[config.mk]
export PLATFORM = sky130hd
export DESIGN_NAME = adder_arbiter
export DESIGN_NICKNAME = d
export VERILOG_FILES = /design/src/rtl/alu_pkg.sv /design/src/rtl/adder_core.sv /design/src/rtl/adder_arbiter.sv
export SDC_FILE = /design/constraint.sdc
export NUM_CORES = 1
export LEC_CHECK = 0
export ABC_CLOCK_PERIOD_IN_PS = 4400
export CAP_MARGIN = 10
export CORE_ASPECT_RATIO = 0.7
export CORE_MARGIN = 2
export CORE_UTILIZATION = 45
export CTS_CLUSTER_SIZE = 14
export DETAILED_ROUTE_END_ITERATION = 10
export GPL_TIMING_DRIVEN = 0
export PLACE_DENSITY = 0.82
export SETUP_SLACK_MARGIN = 0.4
export SLEW_MARGIN = 10
export SYNTH_ARGS = -nofsm -noshare
export SYNTH_HDL_FRONTEND = slang
export SYNTH_SLANG_ARGS = --single-unit
[constraint.sdc]
create_clock -name iClk -period 4.4 [get_ports iClk]
set_input_delay 0.44 -clock iClk [delete_from_list [all_inputs] [get_ports iClk]]
set_output_delay 0.44 -clock iClk [all_outputs]
set_load 0.02 [all_outputs]
[src/rtl/alu_pkg.sv]
// ----------------------------------------------------------------------------
// alu_pkg
//   Shared constants for the adder arbiter and its adder core.
//   OP_* : 2-bit operation code, [1] = signed, [0] = subtract.
//   ID_* : requester identifiers carried back on the response channel.
//   rsp_state_e : occupancy of the single response register.
// ----------------------------------------------------------------------------
package alu_pkg;

    localparam logic [1:0] OP_ADDU = 2'b00;
    localparam logic [1:0] OP_SUBU = 2'b01;
    localparam logic [1:0] OP_ADD  = 2'b10;
    localparam logic [1:0] OP_SUB  = 2'b11;

    localparam logic ID_EX = 1'b0;
    localparam logic ID_BR = 1'b1;

    typedef enum logic {
        ST_EMPTY = 1'b0,
        ST_FULL  = 1'b1
    } rsp_state_e;

endpackage

[src/rtl/adder_core.sv]
// ----------------------------------------------------------------------------
// adder_core
//   Pure combinational WIDTH-bit add/subtract with status flags.
//   Ports:
//     op_i    [1:0]      [1] = signed, [0] = subtract
//     a_i     [WIDTH-1:0] operand a
//     b_i     [WIDTH-1:0] operand b
//     sum_o   [WIDTH-1:0] a+b or a-b, modulo 2^WIDTH
//     carry_o            unsigned only: add carry-out / sub borrow (a < b)
//     neg_o              signed only: sum_o[WIDTH-1]
//     ovf_o              signed only: two's-complement overflow
// ----------------------------------------------------------------------------
module adder_core #(
    parameter int WIDTH = 32
) (
    input  logic [1:0]       op_i,
    input  logic [WIDTH-1:0] a_i,
    input  logic [WIDTH-1:0] b_i,
    output logic [WIDTH-1:0] sum_o,
    output logic             carry_o,
    output logic             neg_o,
    output logic             ovf_o
);

    logic [WIDTH:0] ext;
    logic           is_signed;
    logic           is_sub;
    logic           sovf;

    always_comb begin
        is_signed = op_i[1];
        is_sub    = op_i[0];
        // Zero-extended by one bit: for add the top bit is the carry-out,
        // for subtract it goes high exactly when a < b (borrow).
        if (is_sub) begin
            ext = {1'b0, a_i} - {1'b0, b_i};
        end else begin
            ext = {1'b0, a_i} + {1'b0, b_i};
        end
        sum_o = ext[WIDTH-1:0];

        if (is_sub) begin
            sovf = (a_i[WIDTH-1] != b_i[WIDTH-1]) & (sum_o[WIDTH-1] != a_i[WIDTH-1]);
        end else begin
            sovf = (a_i[WIDTH-1] == b_i[WIDTH-1]) & (sum_o[WIDTH-1] != a_i[WIDTH-1]);
        end

        carry_o = ~is_signed & ext[WIDTH];
        neg_o   =  is_signed & sum_o[WIDTH-1];
        ovf_o   =  is_signed & sovf;
    end

endmodule

[src/rtl/adder_arbiter.sv]
// ----------------------------------------------------------------------------
// adder_arbiter
//   Shares one combinational adder between two requesters (req0 = EX ALU,
//   req1 = branch/address unit). The granted operands are added in the
//   accept cycle and captured in a single response register.
//   Ports:
//     iClk, iRst                       clock, synchronous active-high reset
//     iReqN_valid / oReqN_ready        operand handshake, N = 0,1
//     iReqN_op [1:0], iReqN_a, iReqN_b operation and operands
//     oRsp_valid / iRsp_ready          response handshake
//     oRsp_id                          owner of the response (0 = req0)
//     oRsp_data                        result, modulo 2^WIDTH
//     oRsp_carry / oRsp_neg / oRsp_ovf status flags
//   RR_EN = 1 selects round-robin on ties, 0 gives req0 fixed priority.
// ----------------------------------------------------------------------------
module adder_arbiter
    import alu_pkg::*;
#(
    parameter int WIDTH = 32,
    parameter bit RR_EN = 1'b1
) (
    input  logic             iClk,
    input  logic             iRst,
    input  logic             iReq0_valid,
    output logic             oReq0_ready,
    input  logic [1:0]       iReq0_op,
    input  logic [WIDTH-1:0] iReq0_a,
    input  logic [WIDTH-1:0] iReq0_b,
    input  logic             iReq1_valid,
    output logic             oReq1_ready,
    input  logic [1:0]       iReq1_op,
    input  logic [WIDTH-1:0] iReq1_a,
    input  logic [WIDTH-1:0] iReq1_b,
    output logic             oRsp_valid,
    input  logic             iRsp_ready,
    output logic             oRsp_id,
    output logic [WIDTH-1:0] oRsp_data,
    output logic             oRsp_carry,
    output logic             oRsp_neg,
    output logic             oRsp_ovf
);

    rsp_state_e       state_q, state_d;
    logic             rr_last_q, rr_last_d;
    logic             id_q, id_d;
    logic [WIDTH-1:0] data_q, data_d;
    logic             carry_q, carry_d;
    logic             neg_q, neg_d;
    logic             ovf_q, ovf_d;

    logic             free;
    logic             grant0;
    logic             grant1;
    logic             xfer;
    logic [1:0]       mux_op;
    logic [WIDTH-1:0] mux_a;
    logic [WIDTH-1:0] mux_b;
    logic [WIDTH-1:0] core_sum;
    logic             core_carry;
    logic             core_neg;
    logic             core_ovf;

    // ---------------- FSM: state register ----------------
    always_ff @(posedge iClk) begin
        if (iRst) begin
            state_q <= ST_EMPTY;
        end else begin
            state_q <= state_d;
        end
    end

    // ---------------- FSM: next state ----------------
    always_comb begin
        state_d = state_q;
        case (state_q)
            ST_EMPTY: if (xfer) state_d = ST_FULL;
            ST_FULL:  if (iRsp_ready && !xfer) state_d = ST_EMPTY;
            default:  state_d = ST_EMPTY;
        endcase
    end

    // ---------------- FSM: outputs and grant ----------------
    always_comb begin
        oRsp_valid = (state_q == ST_FULL);
        // Slot is free when empty or being drained this cycle.
        free = !oRsp_valid || iRsp_ready;
        // On a tie, round-robin hands the grant to whoever did not win last.
        if (RR_EN) begin
            grant0 = iReq0_valid && (!iReq1_valid || rr_last_q);
        end else begin
            grant0 = iReq0_valid;
        end
        grant1 = iReq1_valid && !grant0;
        // Nothing is accepted while reset is asserted.
        oReq0_ready = free && grant0 && !iRst;
        oReq1_ready = free && grant1 && !iRst;
        xfer        = (iReq0_valid && oReq0_ready) || (iReq1_valid && oReq1_ready);
    end

    // Operand mux feeding the shared adder
    always_comb begin
        mux_op = grant1 ? iReq1_op : iReq0_op;
        mux_a  = grant1 ? iReq1_a  : iReq0_a;
        mux_b  = grant1 ? iReq1_b  : iReq0_b;
    end

    adder_core #(
        .WIDTH (WIDTH)
    ) u_core (
        .op_i    (mux_op),
        .a_i     (mux_a),
        .b_i     (mux_b),
        .sum_o   (core_sum),
        .carry_o (core_carry),
        .neg_o   (core_neg),
        .ovf_o   (core_ovf)
    );

    // Response contents and rr_last change only on an accepted transfer.
    always_comb begin
        data_d    = data_q;
        carry_d   = carry_q;
        neg_d     = neg_q;
        ovf_d     = ovf_q;
        id_d      = id_q;
        rr_last_d = rr_last_q;
        if (xfer) begin
            data_d    = core_sum;
            carry_d   = core_carry;
            neg_d     = core_neg;
            ovf_d     = core_ovf;
            id_d      = grant1 ? ID_BR : ID_EX;
            rr_last_d = grant1 ? ID_BR : ID_EX;
        end
    end

    always_ff @(posedge iClk) begin
        if (iRst) begin
            data_q    <= '0;
            carry_q   <= 1'b0;
            neg_q     <= 1'b0;
            ovf_q     <= 1'b0;
            id_q      <= ID_EX;
            rr_last_q <= 1'b1;
        end else begin
            data_q    <= data_d;
            carry_q   <= carry_d;
            neg_q     <= neg_d;
            ovf_q     <= ovf_d;
            id_q      <= id_d;
            rr_last_q <= rr_last_d;
        end
    end

    assign oRsp_id    = id_q;
    assign oRsp_data  = data_q;
    assign oRsp_carry = carry_q;
    assign oRsp_neg   = neg_q;
    assign oRsp_ovf   = ovf_q;

endmodule

==> run metrics <==
n_diodes=0; CP cell instances=a21bo_4, buf_12, buf_12, buf_6, nor3_4, o211a_4, o21a_4, nor2_1, xor2_2, ha_4, and3_1, a221oi_2, nor3b_4, a21oi_2, buf_4, a31o_2, a41oi_2, xor2_1, a211oi_1; Area Overhead vs Synth=66.7%; hpwl dp=13600 microns; die width=125 microns; initial antenna violation count=0; Syn Area/Cell=7.09 sq um; Clock Sinks=38; die footprint=0.0112 sq mm; required time worst endpoint=4.54 ns; Slew Limit Fails=0; Max clock buf depth=2; Worst Tran Pin Value=0.780 ns; DRC Markers=0; sequential-to-total area share from yosys stat=16.4%; leakage power=3.36 nW; share of the synthesized area in the top cell type=16.4%; first-pass GRT wire length=27800 microns; ys async rst share=0%; Crit Path Class=reg -> reg; Layout Cells excl Fill=1019; Die Y=89.0 microns; crit path DAT=4.36 ns; Yosys top cell by area=dfxtp_1; synth cell count leaders=148 x nand2_1, 44 x a21oi_1, 39 x nor2_1, 38 x dfxtp_1, 38 x mux2i_1; Post-synth EDFFs=0; Hold Crit Depth=2; worst stage delay on the critical path=0.37 ns; dominant synthesized flop cell=dfxtp_1; routed vias=6100; Root Driver=clkbuf_16; largest net degree at the start of global routing=13; gate count of the mapped netlist=655; clock buffer count from CTS=5; drt via density=5.99; Slowest-stage cell, CP=dfxtp_4; DRT antenna net count=0; drt pass-1 iters=5; status=finished, final reports clean; vias in the first global route=5549; Power Dens Cells=346 mW/mm^2; CORE AREA=0.00987 sq mm; Final Cycle Share=95.8%; Rows=30; Max Cap Viol=0; Setup Skew=0.00358 ns; most frequent cell after synthesis=nand2_1; Max-Slew Margin vs Limit=47.5%; Hold Vio Cnt, Final=0; Synth cell types=64; Port Buffers=174; syn_nets=825; final core occ=78.4%; Worst-Skew Late Latency=0.28 ns; H-tree level count=2; type of origin of the critical path=flop; grt ovf=0; largest fanout on the critical path=6; Fmax=237 MHz; DRT Wirelength=19200 microns; critical path endpoint category=flop; starting density of the core=47.0%; synthesis warning total=0; DP Cell Count=957; ratio of cells with drive above 1 in the final layout=19.4%; Worst VDD drop=0.188 mV; 1st-iter DRT viols=544; Period minus WS final=4.22 ns; Final nets=1060; Setup violations, final=0; r2r worst-path depth=19; CTS clk-pin slew, worst paths=0.06 ns; RSZ-0062 raised after global routing=yes; top cells by area, synth=dfxtp_1 16%, nand2_1 12%, ha_1 8.6%, mux2i_1 8.2%, xor2_1 5.7%; Ports=176; Post-Syn Area=0.00464 sq mm; CTS tree=done; CP dominant cell by count=buf_12; worst min-delay path category=reg -> reg; routed len/inst=18.9 microns; synthesized flop and latch total=38; GPL Wtd Cong=0.934; GRT Total Usage=30.7%
==> what timing repair did <==
| item | in CTS | in global routing |
|---|---|---|
| hold buffers | 0 | 0 |
| gates cloned | 0 | 0 |
| pin swaps | 33 | 43 |
| buffers inserted | 29 | 25 |
| hold endpoints to repair | 0 | 0 |
| setup endpoints to repair | 28 | 22 |
| gates resized for setup | 92 | 66 |
==> flip-flops by register name, summed over array words and instances (netlist names) <==
register / flops
oRsp_id: 1
oRsp_data: 32
oRsp_carry: 1
oRsp_ovf: 1
oRsp_valid: 1
oRsp_neg: 1
rr_last_q: 1
==> final timing paths <==
check	end	from	slack, ns
max reg2reg	oRsp_data[26]	rr_last_q	0.18
min reg2reg	oRsp_data[1]	oRsp_data[1]	0.45
max	oRsp_data[26]	rr_last_q	0.18
min	oRsp_data[1]	oRsp_data[1]	0.45
==> power breakdown <==
part	total [mW]	internal, mW	switching, mW	leakage, nW
sequential	0.457	0.415	0.0412	0.314
combinational	1.74	0.827	0.915	2.94
clock	0.480	0.340	0.140	0.0971
total	2.68	1.58	1.10	3.36
==> per-layer routing <==
| layer | global-route usage, % | vias up | part of all wire (%) | routed length, microns |
|---|---|---|---|---|
| li1 | - | 2818 | - | - |
| met5 | 0 | - | 0 | 0 |
| met1 | 41.7 | 2829 | 42 | 8020 |
| met4 | 8.89 | 0 | 3.1 | 590 |
| met3 | 4.55 | 58 | 10 | 1950 |
| met2 | 51.3 | 395 | 45 | 8680 |
==> worst max-delay path, delay by kind of cell (launching register included) <==
kind	cells	cell delay, ns
flip-flops	1	0.37
adder cells (fa/ha/maj)	1	0.28
XOR/XNOR	2	0.53
AO/OA/AOI/OAI	8	1.53
AND/OR/NAND/NOR	4	0.76
buffers and inverters	4	0.59
==> cell type report <==
class	instances	area [sq um]
Clock inverter	2	60.1
Timing Repair Buffer	228	2140
Fill cell	660	2130
Sequential cell	38	764
Multi-Input combinational cell	574	4220
Clock buffer	6	139
Buffer	33	219
Tap cell	128	160
Inverter	10	37.5
==> logic make-up after synthesis <==
| logic type | count (synthesis) | share of synthesized area (%) |
|---|---|---|
| buf+inv | 43 | 4.01 |
| simple gates | 285 | 27.9 |
| fa+ha+maj | 33 | 9.05 |
| compound gates | 161 | 23.6 |
| xor+xnor | 56 | 10.6 |
| mux | 39 | 8.43 |
| flops | 38 | 16.4 |
==> through the flow <==
| stage | cell area (sq um) | hold slack (ns) | power, mW | setup WS [ns] | TNS, ns |
|---|---|---|---|---|---|
| after floorplan | 4680 | 0.491 | 1.33 | 0.405 | 0 |
| after global placement | 6580 | 0.438 | 1.79 | -0.809 | -14.91 |
| after detailed placement | 6580 | 0.448 | 1.83 | -0.875 | -16.87 |
| after CTS | 7320 | 0.452 | 2.46 | 0.404 | 0 |
| after global routing | 7740 | 0.479 | 2.79 | 0.0899 | 0 |
| final | 7740 | 0.451 | 2.68 | 0.184 | 0 |
==> cell usage in the layout (no fill, tap or decap), types with 6 or more instances in the layout <==
| master | n |
|---|---|
| a211oi_1 | 9 |
| buf_4 | 53 |
| clkdlybuf4s50_1 | 166 |
| o21ai_1 | 6 |
| nand3_1 | 19 |
| nor3_1 | 21 |
| or3_1 | 6 |
| mux2i_4 | 6 |
| mux2i_1 | 30 |
| nor2_1 | 37 |
| a31oi_1 | 9 |
| clkbuf_1 | 15 |
| xor2_1 | 25 |
| dfxtp_1 | 37 |
| xnor2_1 | 24 |
| ha_1 | 22 |
| nand2_1 | 143 |
| a21oi_1 | 37 |
| o21ai_0 | 19 |
| a21oi_2 | 8 |
| inv_1 | 10 |
| a21o_1 | 21 |
(Power assumes the default switching activity.)
